==> src/rtl/hamming_piso_serializer.sv <==
// Parallel-in/serial-out stage for Hamming codewords: shifts each word out
// LSB first, with a one-word holding buffer so back-to-back words stay contiguous.
module hamming_piso_serializer #(
  parameter int   WIDTH    = 7,
  parameter logic IDLE_BIT = 1'b0
) (
  input  logic             clk,
  input  logic             rst,
  input  logic [WIDTH-1:0] pi_data,
  input  logic             pi_valid,
  output logic             pi_ready,
  output logic             so,
  output logic             so_valid,
  output logic             so_first
);

  localparam int CW = (WIDTH > 2) ? $clog2(WIDTH) : 1;
  localparam logic [CW-1:0] LAST_CNT = CW'(WIDTH - 1);
  localparam logic [CW-1:0] ZERO_CNT = {CW{1'b0}};
  localparam logic [CW-1:0] ONE_CNT  = CW'(1);

  typedef enum logic {
    IDLE  = 1'b0,
    SHIFT = 1'b1
  } state_t;

  state_t           state, state_nx;
  logic [WIDTH-1:0] sreg, sreg_nx;
  logic [WIDTH-1:0] hold, hold_nx;
  logic             hold_full, hold_full_nx;
  logic [CW-1:0]    cnt, cnt_nx;
  logic             acc, last, free;

  assign pi_ready = !rst && !hold_full;
  assign acc      = pi_valid && pi_ready;
  assign last     = (state == SHIFT) && (cnt == LAST_CNT);
  assign free     = (state == IDLE) || last;

  // Next-state: a held word always wins the free slot so ordering stays FIFO.
  always_comb begin
    state_nx     = state;
    sreg_nx      = sreg;
    hold_nx      = hold;
    hold_full_nx = hold_full;
    cnt_nx       = cnt;
    if (free) begin
      if (hold_full) begin
        sreg_nx      = hold;
        hold_full_nx = 1'b0;
        cnt_nx       = ZERO_CNT;
        state_nx     = SHIFT;
      end else if (acc) begin
        sreg_nx  = pi_data;
        cnt_nx   = ZERO_CNT;
        state_nx = SHIFT;
      end else if (last) begin
        state_nx = IDLE;
        cnt_nx   = ZERO_CNT;
      end else begin
        state_nx = state;
      end
    end else begin
      sreg_nx = {IDLE_BIT, sreg[WIDTH-1:1]};
      cnt_nx  = cnt + ONE_CNT;
      if (acc) begin
        hold_nx      = pi_data;
        hold_full_nx = 1'b1;
      end else begin
        hold_full_nx = hold_full;
      end
    end
  end

  // State register; reset discards both the in-flight and the held word.
  always_ff @(posedge clk) begin
    if (rst) begin
      state     <= IDLE;
      sreg      <= {WIDTH{1'b0}};
      hold      <= {WIDTH{1'b0}};
      hold_full <= 1'b0;
      cnt       <= ZERO_CNT;
    end else begin
      state     <= state_nx;
      sreg      <= sreg_nx;
      hold      <= hold_nx;
      hold_full <= hold_full_nx;
      cnt       <= cnt_nx;
    end
  end

  // Serial outputs depend on registered state only.
  always_comb begin
    so       = IDLE_BIT;
    so_valid = 1'b0;
    so_first = 1'b0;
    case (state)
      SHIFT: begin
        so       = sreg[0];
        so_valid = 1'b1;
        so_first = (cnt == ZERO_CNT);
      end
      IDLE: begin
        so       = IDLE_BIT;
        so_valid = 1'b0;
        so_first = 1'b0;
      end
      default: begin
        so       = IDLE_BIT;
        so_valid = 1'b0;
        so_first = 1'b0;
      end
    endcase
  end

endmodule

==> config.mk <==
export PLATFORM = sky130hd
export DESIGN_NAME = hamming_piso_serializer
export DESIGN_NICKNAME = d
export VERILOG_FILES = /design/src/rtl/hamming_piso_serializer.sv
export SDC_FILE = /design/constraint.sdc
export NUM_CORES = 1
export LEC_CHECK = 0
export CORE_MARGIN = 3
export CORE_UTILIZATION = 54
export CTS_BUF_LIST = sky130_fd_sc_hd__clkbuf_8
export CTS_CLUSTER_SIZE = 25
export DETAILED_ROUTE_END_ITERATION = 16
export GPL_ROUTABILITY_DRIVEN = 0
export GPL_TIMING_DRIVEN = 1
export PLACE_DENSITY = 0.78
export SYNTH_ARGS = -nofsm -noshare
export SYNTH_HDL_FRONTEND = slang
export SYNTH_SLANG_ARGS = --single-unit
export TNS_END_PERCENT = 30
==> constraint.sdc <==
create_clock -name clk -period 2.57 [get_ports clk]
set_input_delay 0.3855 -clock clk [delete_from_list [all_inputs] [get_ports clk]]
set_output_delay 0.3855 -clock clk [all_outputs]
set_load 0.02 [all_outputs]
; Word-level counts from Yosys, hierarchy flattened
; Cells that the tools add are included.
[word_totals]
out_inout_bits = 4
input_bits = 10
ff_bits = 19
wordCells = 38
[op_classes]
bitwise_logic = 2
add_sub_neg = 1
eq_ne = 3
reduce_logical = 13
n_mux = 13
[ops]
columns = operator, n
row1 = two-way mux 7 bit, 2
row2 = two-way mux 3 bit, 4
row3 = two-way mux 6 bit, 1
row4 = case mux 1 bit (2 select lines), 3
row5 = "inequality test 4 bit, second input constant", 1
row6 = AND reduction 2 bit, 2
row7 = OR reduction 2 bit, 2
row8 = "adder 3 x 1 -> 3 bit, second input constant", 1
row9 = "== test 3 bit, second input constant", 1
row10 = logical AND 1 bit, 3
row11 = zero test 3 bit, 1
row12 = two-way mux 1 bit, 3
row13 = "inequality test 3 bit, second input constant", 1
row14 = nonzero test 3 bit, 1
row15 = zero test 1 bit, 2
row16 = inverter 1 bit, 2
row17 = nonzero test 2 bit, 1
row18 = logical OR 1 bit, 1

; Depth between registers and ports, before layout
[logic_depth]
word_depth = 6
ltp_mapped = 7
mapped_depth_nobuf = 5

; Least setup slack after synthesis
; Ideal clock, no wire load.
[synth_timing]
kind = reg2out
from = register hold_full
to = output pi_ready
required_time_ns = 2.184
n_path_buf = 2
path_stages_with_launch = 4
t_arrival_ns = 0.943
setup_slack_ns = 1.241
cell_sequence = dfxtp_1 buf_2 buf_2 nor2_1
[synth_between]
elab_chain_cells = 2
[synth_lines]
columns = element, line
row1 = from (decl), 30  ; logic hold_full, hold_full_nx;
row2 = from (signal assigned), 86  ; hold_full <= hold_full_nx;
row3 = zero test 1 bit, 34  ; assign pi_ready = !rst && !hold_full;
row4 = logical AND 1 bit, 34
row5 = to (decl), 11  ; output logic pi_ready,
; No other way between the ends.

; Worst setup path in the final report
[layout_timing]
from = input rst
to = output pi_ready
[layout_between]
elab_chain_cells = 2
[layout_lines]
columns = element, line
row1 = from (decl), 8  ; input logic rst,
row2 = zero test 1 bit, 34
row3 = logical AND 1 bit, 34
; No other way between the ends.

==> results.yml <==
worst_setup_path:
  cpMostUsedCell: "clkdlybuf4s50_1"
  path_class: "input pin to output pin"
  path_cells: "clkdlybuf4s50_1 > nor2_1 > clkdlybuf4s50_1"
  path_delay_family: "buffers and inverters"
  cp-startpoint: "rst"
  r2r_cells: 6
  startpoint_type: "input pin"
  worstPathRequired_ns: 2.18
  rr_startpoint: "cnt[0]"
  reg2reg_to: "hold[6]"
  crit_fanout: 4
  crit_slowest_cell: "clkdlybuf4s50_1"
  path_buf_inv: 2
  critPathMaxStageDelay_ns: 0.63
  critPathArrivalTime_ns: 1.65
  ff2ff_setup_slack_ns: 1.07
  cp-end-kind: "output pin"
logic_synthesis:
  synth_cells: 117
  ys_seq_area_share_pct: 33.67
  synth-edff-count: 0
  synth_seq_cells: 19
  synth_fp_nets: 130
  ys_warn_count: 0
  ys_types: 28
  syn_area_sq_um: 1130
  ys_async_sr_fraction_pct: 0
  syn_area_per_cell_sq_um: 9.657
  synth_flop_cell: "dfxtp_1"
floorplanning:
  design.core.area_sq_um: 1839
  dieArea_sq_um: 2677
  initial_utilization_pct: 61.43
  die_w_um: 51.74
  num_rows: 15
  pin_count: 14
  die_h_um: 51.74
detailed_routing:
  wire_per_inst_um: 13.56
  drc: 0
  vias_per_cell: 5.691
  drtIter0Drc: 5
  drtPass1Iterations: 4
  final_antenna_net_count: 0
  vias: 865
  wl_um: 2061
timing:
  relSlewSlack_pct: 61.05
  max_freq_ghz: 0.4917
  worstMarginPinSlew_ns: 0.5836
  final-hold-violation-count: 0
  setup_viol: 0
  min_period_over_period_pct: 79.13
  finalSetupTns_ns: 0
  min_period_ns: 2.034
  drv_slew: 0
  rsz0062_at_grt: "false"
  clock_skew_ns: 0.005861
grt:
  grt_overflow: 0
  grt_max_degree: 33
  grt_first_pass_wirelength_um: 3726
  antenna_found_initial: 0
  first_global_vias: 852
  grt_usage_pct: 18.50
clock_tree:
  clk_pin_slew_ns: 0.07
  cts_tree: "done"
  cts_max_level: 1
  worstSkewPairLatency_ns: 0.25
  holdBufCountCts: 0
  cts_buffers: 3
  cts_resized: 0
  clockBufferDepth: 2
  cts_root_buffer: "clkbuf_8"
  cts_sinks: 19
  post_cts_buffers: 0
finish:
  drive_above_1_share_pct: 20.47
  final_area_sq_um: 1274
  area_growth_pct: 12.74
  instances_no_fill: 152
  nNetsFinal: 141
  antenna_cells: 0
pwr:
  power_density_nw_per_um2: 501.3
  p_leak_nw: 0.5202
  max-vdd-ir-drop_mv: 0.3956
  power_w: 0.0006385
placed_design:
  place_area_sq_um: 1229
  dp_cells: 148
  dp_hpwl_um: 1447
  numPortBuffers: 13
worst_hold_path:
  hold_path.class: "flip-flop to flip-flop"
  min_to: "cnt[0]"
  worstHoldStart: "cnt[0]"
  whs_path_depth: 2
outcome:
  outcome: "finished, final reports clean"
flow_run:
  maxCapViolCount: 0
-- worst register-to-register path, delay by kind of cell, from the launching register on --
family,cells,cell delay [ns]
AO/OA/AOI/OAI,2,0.33
AND/OR/NAND/NOR,1,0.06
buffers and inverters,2,0.40
adder cells (fa/ha/maj),1,0.24
flip-flops,1,0.36
-- layout make-up --
| type | instances | area, sq um |
|---|---|---|
| Clock buffer | 3 | 41.29 |
| Clock inverter | 1 | 3.754 |
| Fill cell | 173 | 565.5 |
| Inverter | 9 | 33.78 |
| Multi-Input combinational cell | 79 | 630.6 |
| Sequential cell | 19 | 380.4 |
| Tap cell | 25 | 31.28 |
| Timing Repair Buffer | 16 | 152.6 |
-- cell usage in the layout (no fill, tap or decap), drive strengths merged, types with 5 or more instances in the layout --
cell type,netlist,final
dfxtp,19,19
clkdlybuf4s50,0,13
nand2,11,11
inv,9,10
nand3,8,8
a211oi,8,8
a211o,7,7
and3b,7,7
a21o,6,6
nand3b,6,6
o31ai,6,6
nor2,5,5
-- stage by stage --
stage | utilization, % | setup slack, ns | hold slack, ns
2_1_floorplan | - | 1.241 | 0.4587
3_3_place_gp | 66.80 | 0.5596 | 0.4823
3_5_place_dp | 66.80 | 0.5151 | 0.4953
4_1_cts | 69.25 | 0.5478 | 0.5048
5_1_grt | 69.25 | 0.4756 | 0.5308
6_report | 69.25 | 0.5363 | 0.4957
-- where the power goes --
| group | internal (W) | switching [W] | leakage [nW] |
|---|---|---|---|
| combinational | 0.0000559 | 0.0000629 | 0.339 |
| clock | 0.000106 | 0.0000942 | 0.0269 |
| sequential | 0.000309 | 0.0000101 | 0.155 |
-- per-layer routing --
metal	share of wire, %	GRT usage [%]	vias up
met2	52	33.90	15
met5	0	0	-
met3	3.7	5.158	2
met4	0.29	2.620	0
li1	-	-	440
met1	44	21.71	408
-- worst max-delay path by stage --
stage | end | slack [ns] | depth (start not counted)
final | pi_ready | 0.54 | 3
after CTS | pi_ready | 0.55 | 3
after floorplan | pi_ready | 1.24 | 3
after global routing | so_first | 0.48 | 5
after global placement | pi_ready | 0.56 | 3
after detailed placement | sreg[5] | 0.52 | 5
-- registers in the layout, summed over array words and instances, names as in the netlist --
signal / count
hold_full: 1
sreg: 7
state: 1
cnt: 3
hold: 7
-- cells in the mapped netlist, types with 2 or more instances --
| master | number | area, sq um |
|---|---|---|
| a211o_1 | 7 | 61.31 |
| a211oi_2 | 7 | 87.58 |
| a21o_1 | 6 | 45.04 |
| a21oi_1 | 3 | 15.01 |
| and3b_1 | 5 | 43.79 |
| and3b_2 | 2 | 20.02 |
| buf_2 | 4 | 20.02 |
| buf_4 | 3 | 22.52 |
| buf_6 | 2 | 22.52 |
| dfxtp_1 | 19 | 380.4 |
| ha_1 | 3 | 37.54 |
| inv_1 | 9 | 33.78 |
| nand2_1 | 11 | 41.29 |
| nand3_1 | 8 | 40.04 |
| nand3b_1 | 6 | 45.04 |
| nor2_1 | 5 | 18.77 |
| o31ai_2 | 6 | 75.07 |
-- kinds of logic (layout without fill, tap and decap cells) --
group           count (synthesis)  count (layout)  share of synthesized area (%)
flops                          19              19                          33.67
fa+ha+maj                       3               3                          3.323
compound gates                 34              34                          30.01
buf+inv                        19              29                          10.52
simple gates                   42              42                          22.48
Note: power is estimated with default switching activity, not from simulation.
